## src/rtl/bcd_display_if.sv

```systemverilog
// Bundles the counter-facing inputs and display-facing outputs of the BCD display mux.
interface bcd_display_if;
  logic [3:0] units;
  logic [3:0] tens;
  logic       f;
  logic [6:0] seg;
  logic [1:0] an;

  modport master (output units, output tens, output f, input seg, input an);
  modport slave  (input units, input tens, input f, output seg, output an);
endinterface

```

## src/rtl/bcd_display_mux.sv

```systemverilog
// Time-multiplexed 2-digit 7-segment driver with per-frame input snapshot,
// leading-zero blanking, flag-driven blink and an inter-digit guard gap.
module bcd_display_mux #(
  parameter int REFRESH_DIV    = 4,
  parameter int GUARD_CYCLES   = 1,
  parameter int BLINK_FRAMES   = 64,
  parameter int BLANK_LZ       = 1,
  parameter int SEG_ACTIVE_LOW = 0,
  parameter int AN_ACTIVE_LOW  = 0
) (
  input  logic         clk,
  input  logic         reset,
  bcd_display_if.slave disp
);

  localparam int MAX_DWELL = (REFRESH_DIV > GUARD_CYCLES) ? REFRESH_DIV : GUARD_CYCLES;
  localparam int DW        = (MAX_DWELL > 1) ? $clog2(MAX_DWELL) : 1;
  localparam int FW        = (BLINK_FRAMES > 1) ? $clog2(BLINK_FRAMES) : 1;

  localparam logic [DW-1:0] REF_LAST = DW'(REFRESH_DIV - 1);
  localparam logic [DW-1:0] GRD_LAST = DW'(GUARD_CYCLES - 1);
  localparam logic [FW-1:0] FRM_LAST = FW'(BLINK_FRAMES - 1);
  localparam logic [6:0]    SEG_OFF  = (SEG_ACTIVE_LOW != 0) ? 7'h7F : 7'h00;
  localparam logic [1:0]    AN_OFF   = (AN_ACTIVE_LOW != 0) ? 2'b11 : 2'b00;

  typedef enum logic [2:0] {
    S_LOAD  = 3'd0,
    S_UNITS = 3'd1,
    S_GAP0  = 3'd2,
    S_TENS  = 3'd3,
    S_GAP1  = 3'd4
  } state_t;

  state_t        state_q, state_d;
  logic [DW-1:0] dwell_q, dwell_d;
  logic [3:0]    sh_u_q, sh_u_d;
  logic [3:0]    sh_t_q, sh_t_d;
  logic          sh_f_q, sh_f_d;
  logic [FW-1:0] frame_cnt_q, frame_cnt_d;
  logic          blink_phase_q, blink_phase_d;
  logic          dark_q, dark_d;
  logic [6:0]    seg_q, seg_d;
  logic [1:0]    an_q, an_d;
  logic          dwell_last_s;
  logic [6:0]    seg_lit_s;
  logic [1:0]    an_lit_s;

  function automatic logic [6:0] dec7(input logic [3:0] d);
    logic [6:0] r;
    case (d)
      4'd0:    r = 7'h3F;
      4'd1:    r = 7'h06;
      4'd2:    r = 7'h5B;
      4'd3:    r = 7'h4F;
      4'd4:    r = 7'h66;
      4'd5:    r = 7'h6D;
      4'd6:    r = 7'h7D;
      4'd7:    r = 7'h07;
      4'd8:    r = 7'h7F;
      4'd9:    r = 7'h6F;
      default: r = 7'h40;
    endcase
    return r;
  endfunction

  // Frame sequencer, snapshot capture and blink bookkeeping.
  always_comb begin
    state_d       = state_q;
    dwell_d       = dwell_q;
    sh_u_d        = sh_u_q;
    sh_t_d        = sh_t_q;
    sh_f_d        = sh_f_q;
    frame_cnt_d   = frame_cnt_q;
    blink_phase_d = blink_phase_q;
    dark_d        = dark_q;
    if ((state_q == S_UNITS) || (state_q == S_TENS)) begin
      dwell_last_s = (dwell_q == REF_LAST);
    end else begin
      dwell_last_s = (dwell_q == GRD_LAST);
    end
    case (state_q)
      S_LOAD: begin
        state_d = S_UNITS;
        dwell_d = {DW{1'b0}};
        sh_u_d  = disp.units;
        sh_t_d  = disp.tens;
        sh_f_d  = disp.f;
        // The frame being started is dark when the phase entering it was already set.
        dark_d  = blink_phase_q & disp.f;
        if (disp.f) begin
          if (frame_cnt_q == FRM_LAST) begin
            frame_cnt_d   = {FW{1'b0}};
            blink_phase_d = ~blink_phase_q;
          end else begin
            frame_cnt_d   = frame_cnt_q + FW'(1);
            blink_phase_d = blink_phase_q;
          end
        end else begin
          frame_cnt_d   = {FW{1'b0}};
          blink_phase_d = 1'b0;
        end
      end
      S_UNITS, S_GAP0, S_TENS, S_GAP1: begin
        if (dwell_last_s) begin
          dwell_d = {DW{1'b0}};
          case (state_q)
            S_UNITS: state_d = S_GAP0;
            S_GAP0:  state_d = S_TENS;
            S_TENS:  state_d = S_GAP1;
            default: state_d = S_LOAD;
          endcase
        end else begin
          dwell_d = dwell_q + DW'(1);
        end
      end
      default: begin
        state_d = S_LOAD;
        dwell_d = {DW{1'b0}};
      end
    endcase
  end

  // Next output levels are decoded from next-state registers so the ports come straight off flops.
  always_comb begin
    an_lit_s  = 2'b00;
    seg_lit_s = 7'h00;
    if (!dark_d) begin
      case (state_d)
        S_UNITS: begin
          an_lit_s  = 2'b01;
          seg_lit_s = dec7(sh_u_d);
        end
        S_TENS: begin
          if ((BLANK_LZ != 0) && (sh_t_d == 4'd0)) begin
            an_lit_s  = 2'b00;
            seg_lit_s = 7'h00;
          end else begin
            an_lit_s  = 2'b10;
            seg_lit_s = dec7(sh_t_d);
          end
        end
        default: begin
          an_lit_s  = 2'b00;
          seg_lit_s = 7'h00;
        end
      endcase
    end else begin
      an_lit_s  = 2'b00;
      seg_lit_s = 7'h00;
    end
    seg_d = (SEG_ACTIVE_LOW != 0) ? ~seg_lit_s : seg_lit_s;
    an_d  = (AN_ACTIVE_LOW != 0) ? ~an_lit_s : an_lit_s;
  end

  // State and output registers; reset drives the ports to the off level immediately.
  always_ff @(posedge clk or posedge reset) begin
    if (reset) begin
      state_q       <= S_LOAD;
      dwell_q       <= {DW{1'b0}};
      sh_u_q        <= 4'd0;
      sh_t_q        <= 4'd0;
      sh_f_q        <= 1'b0;
      frame_cnt_q   <= {FW{1'b0}};
      blink_phase_q <= 1'b0;
      dark_q        <= 1'b0;
      seg_q         <= SEG_OFF;
      an_q          <= AN_OFF;
    end else begin
      state_q       <= state_d;
      dwell_q       <= dwell_d;
      sh_u_q        <= sh_u_d;
      sh_t_q        <= sh_t_d;
      sh_f_q        <= sh_f_d;
      frame_cnt_q   <= frame_cnt_d;
      blink_phase_q <= blink_phase_d;
      dark_q        <= dark_d;
      seg_q         <= seg_d;
      an_q          <= an_d;
    end
  end

  assign disp.seg = seg_q;
  assign disp.an  = an_q;

endmodule

```

## src/flat_wrapper.sv

```systemverilog
// flat-port wrapper written by rule: the top's interface ports become plain ports
module bcd_display_mux_flat 
#(
  parameter int REFRESH_DIV    = 4,
  parameter int GUARD_CYCLES   = 1,
  parameter int BLINK_FRAMES   = 64,
  parameter int BLANK_LZ       = 1,
  parameter int SEG_ACTIVE_LOW = 0,
  parameter int AN_ACTIVE_LOW  = 0
)
  (clk, reset, disp_units, disp_tens, disp_f, disp_seg, disp_an);
  bcd_display_if disp_i ();
  input  logic clk;
  input  logic reset;
  input wire logic [$bits(disp_i.units)-1:0] disp_units;
  input wire logic [$bits(disp_i.tens)-1:0] disp_tens;
  input wire logic [$bits(disp_i.f)-1:0] disp_f;
  output wire logic [$bits(disp_i.seg)-1:0] disp_seg;
  output wire logic [$bits(disp_i.an)-1:0] disp_an;
  assign disp_i.units = disp_units;
  assign disp_i.tens = disp_tens;
  assign disp_i.f = disp_f;
  assign disp_seg = disp_i.seg;
  assign disp_an = disp_i.an;
  bcd_display_mux #(.REFRESH_DIV(REFRESH_DIV), .GUARD_CYCLES(GUARD_CYCLES), .BLINK_FRAMES(BLINK_FRAMES), .BLANK_LZ(BLANK_LZ), .SEG_ACTIVE_LOW(SEG_ACTIVE_LOW), .AN_ACTIVE_LOW(AN_ACTIVE_LOW)) u_core (.clk(clk), .reset(reset), .disp(disp_i));
endmodule
```

## config.mk

```make
export PLATFORM = sky130hd
export DESIGN_NAME = bcd_display_mux_flat
export DESIGN_NICKNAME = d
export VERILOG_FILES = /design/src/rtl/bcd_display_if.sv /design/src/rtl/bcd_display_mux.sv /design/src/flat_wrapper.sv
export SDC_FILE = /design/constraint.sdc
export NUM_CORES = 1
export LEC_CHECK = 0
export ABC_AREA = 1
export BUFFER_PORTS_ARGS = -buffer_cell sky130_fd_sc_hd__buf_2
export CAP_MARGIN = 20
export CORE_MARGIN = 5
export CORE_UTILIZATION = 45
export DETAILED_ROUTE_END_ITERATION = 8
export PLACE_DENSITY_LB_ADDON = 0.1
export SYNTH_ARGS = -nofsm -noshare
export SYNTH_HDL_FRONTEND = slang
export SYNTH_SLANG_ARGS = --single-unit
```

## constraint.sdc

```tcl
create_clock -name clk -period 2.7 [get_ports clk]
set_input_delay 0.405 -clock clk [delete_from_list [all_inputs] [get_ports clk]]
set_output_delay 0.405 -clock clk [all_outputs]
set_load 0.1 [all_outputs]
```

# Word level (Yosys, flattened, before mapping)
# Memory sizes are Yosys's and may differ from the RTL's.
# Cells that the tools add are included.
[totals]
register_bits = 30
romBits = 224
input_bits = 11
output_inout_bits = 9
word_cells = 49
memories = 2
[memory_table]
columns = ["name", "words", "width", "read_ports", "rd_ports_with_merged_regs", "write_ports", "line", "text"]
rows = [
  ["(no name shown)", 16, 7, 1, 0, 0, "bcd_display_mux.sv:50", "case (d)"],
  ["(no name shown)", 16, 7, 1, 0, 0, "bcd_display_mux.sv:50", ""],
]
[classes]
addsub = 2
eq_ne = 9
n_mux = 19
n_bitwise = 2
n_reduce_logical = 6
[ops]
columns = ["cell", "count"]
rows = [
  ["2-to-1 mux 7 bit", 2],
  ["one-hot mux 7 bit (2 select lines)", 1],
  ["2-to-1 mux 6 bit", 2],
  ["equality test 3 x 2 -> 1 bit (second input constant)", 3],
  ["one-hot mux 3 bit (3 select lines)", 1],
  ["2-to-1 mux 2 bit", 4],
  ["2-to-1 mux 4 bit", 2],
  ["adder 6 x 1 -> 6 bit (second input constant)", 1],
  ["equality test 3 x 1 -> 1 bit (second input constant)", 2],
  ["equality test 6 bit (second input constant)", 1],
  ["one-hot mux 3 bit (2 select lines)", 1],
  ["logical NOT 4 bit", 1],
  ["2-to-1 mux 1 bit", 4],
  ["one-hot mux 2 bit (2 select lines)", 1],
  ["OR reduction 4 bit", 1],
  ["equality test 3 bit (second input constant)", 1],
  ["logical NOT 3 bit", 1],
  ["2-to-1 mux 3 bit", 1],
  ["adder 2 x 1 -> 2 bit (second input constant)", 1],
  ["equality test 2 bit (second input constant)", 1],
  ["logical NOT 2 bit", 1],
  ["inequality test 2 x 1 -> 1 bit (second input constant)", 1],
  ["AND reduction 2 bit", 1],
  ["bitwise AND 1 bit", 1],
  ["other kinds (2)", 2],
]

# Depth between registers and ports, before layout
[logic_depth]
ltp_word = 8
mapped_depth = 15
ltp_nobuf = 13

# Least setup slack after synthesis
# No wires, ideal clock.
[synth_timing]
kind = "register to register"
start = "register u_core.state_q[0]"
end = "register u_core.seg_q[1] (netlist: u_core.disp.seg[1])"
setup_time_ps = 78
arrival_ps = 1780
required_ps = 2622
path_slack_ps = 842
stages_incl_launch_ff = 13
n_path_buf = 2
synth_period_minus_slack_ps = 1858
path_cell_list = "dfrtp_1 -> buf_6 -> nor2_8 -> nand2_8 -> buf_12 -> nand2_1 -> nand2_2 -> inv_1 -> ha_1 -> nand3_1 -> a21boi_1 -> nand2_1 -> a21oi_1"
[synth_between]
elab_cells_between_ends = 22
cone_classes = "eq/ne (6); mux (10); reduce/logical (4); memory (2)"
[synth_rtl]
columns = ["element", "line", "text"]
rows = [
  ["start: declaration", "bcd_display_mux.sv:34", "state_t state_q, state_d;"],
  ["start signal: assignment", "bcd_display_mux.sv:169", "state_q <= state_d;"],
  ["logical NOT 3 bit *", "bcd_display_mux.sv:81", "case (state_q)"],
  ["2-to-1 mux 4 bit *", "bcd_display_mux.sv:81", ""],
  ["via u_core.sh_t_d[0]", "bcd_display_mux.sv:37", "logic [3:0] sh_t_q, sh_t_d;"],
  ["memory (16 x 7 bit) or logical NOT 4 bit (tied branches)", "n/a", ""],
  ["2-to-1 mux 7 bit *", "bcd_display_mux.sv:134", "if ((BLANK_LZ != 0) && (sh_t_d == 4'd0)) begin"],
  ["one-hot mux 7 bit (2 select lines) *", "bcd_display_mux.sv:128", "case (state_d)"],
  ["2-to-1 mux 7 bit *", "bcd_display_mux.sv:127", "if (!dark_d) begin"],
  ["via u_core.seg_d[1]", "bcd_display_mux.sv:42", "logic [6:0] seg_q, seg_d;"],
  ["end signal: assignment", "bcd_display_mux.sv:177", "seg_q <= seg_d;"],
  ["end: declaration", "bcd_display_mux.sv:42", ""],
]
# The timed path passes the listed nets; every way through them passes the cells marked *.
# A chain may end at the register's enable or synchronous reset.

# Worst setup path in the final report
[layout_timing]
start = "register u_core.state_q[0]"
end = "register u_core.seg_q[5] (netlist: u_core.disp.seg[5])"
[layout_between]
elab_cells_between_ends = 22
cone_classes = "eq/ne (6); mux (10); reduce/logical (4); memory (2)"
[layout_rtl]
columns = ["element", "line", "text"]
rows = [
  ["logical NOT 3 bit", "bcd_display_mux.sv:81", ""],
  ["2-to-1 mux 4 bit", "bcd_display_mux.sv:81", ""],
  ["via u_core.sh_u_d[1]", "bcd_display_mux.sv:36", "logic [3:0] sh_u_q, sh_u_d;"],
  ["memory (16 x 7 bit)", "n/a", ""],
  ["one-hot mux 7 bit (2 select lines)", "bcd_display_mux.sv:128", ""],
  ["2-to-1 mux 7 bit", "bcd_display_mux.sv:127", ""],
  ["via u_core.seg_d[5]", "bcd_display_mux.sv:42", ""],
]
# The timed path passes the listed nets, and every way through them passes these cells.

==> impl_metrics.py <==
metrics = {
    "layout": {
        "area.growth.synth_to_final_pct": 10.5,
        "num_antenna_cells": 0,
        "ff_latch_area_um2": 751,
        "fin_cells": 306,
        "n_fill_cell": 440,
        "finalNetCount": 277,
        "drive_gt1_share_pct": 24.4,
        "multi_input_area_mm2": 0.00104,
    },
    "setup_path": {
        "worstSetupPathType": "reg -> reg",
        "crit_path_cell_trace": "nor2_8 > nand2_8 > o21ai_4 > inv_1 > ha_1 > inv_1 > nand2_1 > nand2_1 > nor2_1 > nor2_1 > nor2_1 > nor2_1",
        "end_kind": "flop",
        "required_ns": 2.91,
        "slowest_delay_ns": 0.50,
        "path_delay_family": "simple AND/OR/NAND/NOR gates",
        "crit_fanout": 24,
        "slowest_stage": "dfrtp_1",
        "critPathBufInv": 2,
        "crit_path_frequent_cell": "nor2_1",
        "critical_path_arrival_ns": 2.28,
        "start_kind": "flop",
    },
    "grt": {
        "grt_pass1_vias": 1463,
        "grt.total_usage_pct": 14.1,
        "grtUsageMet2_pct": 21.9,
        "grt_pass1_wl_um": 6750,
        "use_met3_pct": 3.78,
        "busiest_layer": "met2",
        "antenna_found_initial": 0,
        "use_met1_pct": 18.8,
        "grt_max_degree": 31,
        "overflow": 0,
    },
    "power": {
        "combPwrFrac_pct": 12.8,
        "p_seq_share_pct": 48.8,
        "powerDensity_mw_per_mm2": 436,
        "swShare_pct": 25.8,
        "internal_power_w": 0.000714,
        "p_leak_nw": 1.20,
        "ir_drop_v": 0.000217,
        "clockPowerShare_pct": 38.5,
        "p_sw_w": 0.000248,
    },
    "cts": {
        "clkTransAtPathRegs_ns": 0.06,
        "clk_latency_ns": 0.28,
        "cts_buffers": 5,
        "root_buffer": "clkbuf_8",
        "post-cts-setup-buffers": 0,
        "h-tree-depth": 2,
        "hold_buffers": 0,
        "ctsLongestPathBuffers": 2,
        "cts_resized": 0,
        "cts.sinks": 30,
        "tritoncts": "done",
    },
    "synthesis": {
        "muxShareOfSynthArea_pct": 0,
        "yosys-top-cells-area": "dfrtp_1 (38%), ha_1 (8.1%), nand2_1 (7.3%)",
        "synth_top_area_share_pct": 37.6,
        "synth_top_family_by_area": "simple AND/OR/NAND/NOR gates",
        "avgSynthCellArea_um2": 8.69,
        "ys_seq_area_share_pct": 37.6,
        "synthAdderAreaFrac_pct": 8.14,
        "ys_ff_latch": 30,
        "synthDistinctLibCells": 33,
        "synth_cells": 230,
        "ys_warn_count": 0,
        "netlist_area_mm2": 0.00200,
        "synthSimpleGateAreaFrac_pct": 33.1,
        "synth-xor-area-share_pct": 1.75,
        "synth_compound_area_share_pct": 9.27,
        "yosysTopAreaCell": "dfrtp_1",
        "synth_nets": 254,
    },
    "timing": {
        "layout_setup_ws_ns": 0.634,
        "timing.hold.ws_ns": 0.192,
        "drv_slew": 0,
        "tightest_slew_ns": 0.501,
        "post-route-period-util_pct": 76.5,
        "finalHoldViolCount": 0,
        "rsz0062_at_grt": "no",
        "slew-limit-headroom_pct": 66.9,
        "finClkSkew_ns": 0.00158,
        "fmax_mhz": 484,
        "tns_ns": 0,
        "fin_crit_ns": 2.07,
        "finalSetupViolations": 0,
    },
    "die": {
        "rows": 24,
        "num_io_pins": 20,
        "die_w_um": 76.6,
        "initial_core_util_pct": 46.2,
        "die_area_mm2": 0.00587,
        "fp.dieH_um": 76.6,
        "core_mm2": 0.00432,
    },
    "flow_run": {
        "maxCapViolations": 0,
    },
    "placement": {
        "hpwl_um": 2760,
        "dp_worst_setup_slack_ns": 0.643,
        "place_inst": 298,
        "gp_congestion": 0.806,
        "io_buffers": 19,
    },
    "drt": {
        "routedWlPerCell_um": 11.7,
        "drcViolationCount": 0,
        "dr_total_vias": 1419,
        "firstDrtPassIters": 4,
        "vias_per_cell": 4.64,
        "ant_nets": 0,
        "wl_um": 3600,
        "drt_iter0_markers": 81,
    },
    "min_path": {
        "min_path_type": "in -> async",
    },
    "outcome": {
        "status": "complete, no violations",
    },
}
[synthesized netlist by cell type]
master,count
a21boi_1,1
nand4_2,1
a211o_1,1
nand3_2,1
buf_4,1
nor3_2,1
buf_12,1
nand2_2,8
nor2_8,1
buf_6,2
nor2_4,1
o21ai_0,6
dfrtp_1,30
o31ai_4,1
nand2_8,1
ha_1,13
nand3_1,25
nand2_4,11
nand3b_1,5
xor2_1,1
xnor2_1,3
inv_1,37
nor3_4,1
nor2_1,16
nand4_1,1
a21oi_1,11
inv_4,1
o31ai_1,1
nand2_1,39
inv_2,2
nor2_2,2
a31oi_1,1
o21ai_4,3
[routing by layer]
metal / routed length (um) / share of wire, %
met1: 1850 / 51
met2: 1610 / 45
met3: 107 / 3.0
met4: 31 / 0.86
met5: 0 / 0
[kinds of logic (layout without fill, tap and decap cells)]
logic type,count (synthesis),in the layout
buf+inv,44,68
flops,30,30
fa+ha+maj,13,13
simple gates,114,114
xor+xnor,4,4
compound gates,25,25
[power groups by stage]
stage	combinational [W]	sequential, W	clock [W]
6_report	0.000123	0.000469	0.000370
2_1_floorplan	0.0000944	0.000476	0
5_1_grt	0.000145	0.000470	0.000407
3_3_place_gp	0.000125	0.000477	0
3_5_place_dp	0.000124	0.000477	0
4_1_cts	0.000125	0.000469	0.000383
[flip-flops by register name, summed over array words and instances (netlist names)]
register,flops
u_core.blink_phase_q,1
u_core.dark_q,1
u_core.disp.an,2
u_core.disp.seg,7
u_core.dwell_q,2
u_core.frame_cnt_q,6
u_core.sh_t_q,4
u_core.sh_u_q,4
u_core.state_q,3
[final cells by class]
class / instances / area share [%]
multi-input combinational: 156 / 47.3
sequential: 30 / 34.0
inverter: 40 / 6.92
timing repair buffer: 20 / 4.65
clock buffer: 7 / 3.91
tap: 52 / 2.95
clock inverter: 1 / 0.227
[tightest hold or removal path, cell delays in order]
cell   delay, ns
buf_2       0.09
inv_1       0.04
buf_4       0.34
[through the flow]
step / util (%) / instance area, um2 / total power, W
finish: 51.0 / 2210 / 0.000962
floorplan: - / 2000 / 0.000570
detailed placement: 48.9 / 2120 / 0.000601
global placement: 48.9 / 2120 / 0.000602
global route: 51.0 / 2210 / 0.00102
CTS: 51.0 / 2210 / 0.000976
[path summary, 6_finish.rpt]
kind,from,cells after the start,to,slack [ns]
setup / recovery,u_core.state_q[0],12,u_core.disp.seg[5],0.63
hold reg to reg,u_core.frame_cnt_q[1],2,u_core.frame_cnt_q[1],0.51
hold / removal,reset,3,u_core.disp.an[0],0.19
min in group clk,disp_f,3,u_core.frame_cnt_q[1],0.41
setup reg to reg,u_core.state_q[0],12,u_core.disp.seg[5],0.63
max in group asynchronous,reset,3,u_core.sh_u_q[0],2.23
[placed cells by master, fill, tap and decap left out, types with 2 or more instances in the layout]
master,n
a21oi_1,11
buf_2,19
clkbuf_8,6
dfrtp_1,30
ha_1,13
inv_1,37
inv_2,2
nand2_1,39
nand2_2,8
nand2_4,11
nand3_1,25
nand3b_1,5
nor2_1,16
nor2_2,2
o21ai_0,6
o21ai_4,3
xnor2_1,3
Note: power is estimated with default switching activity, not from simulation.
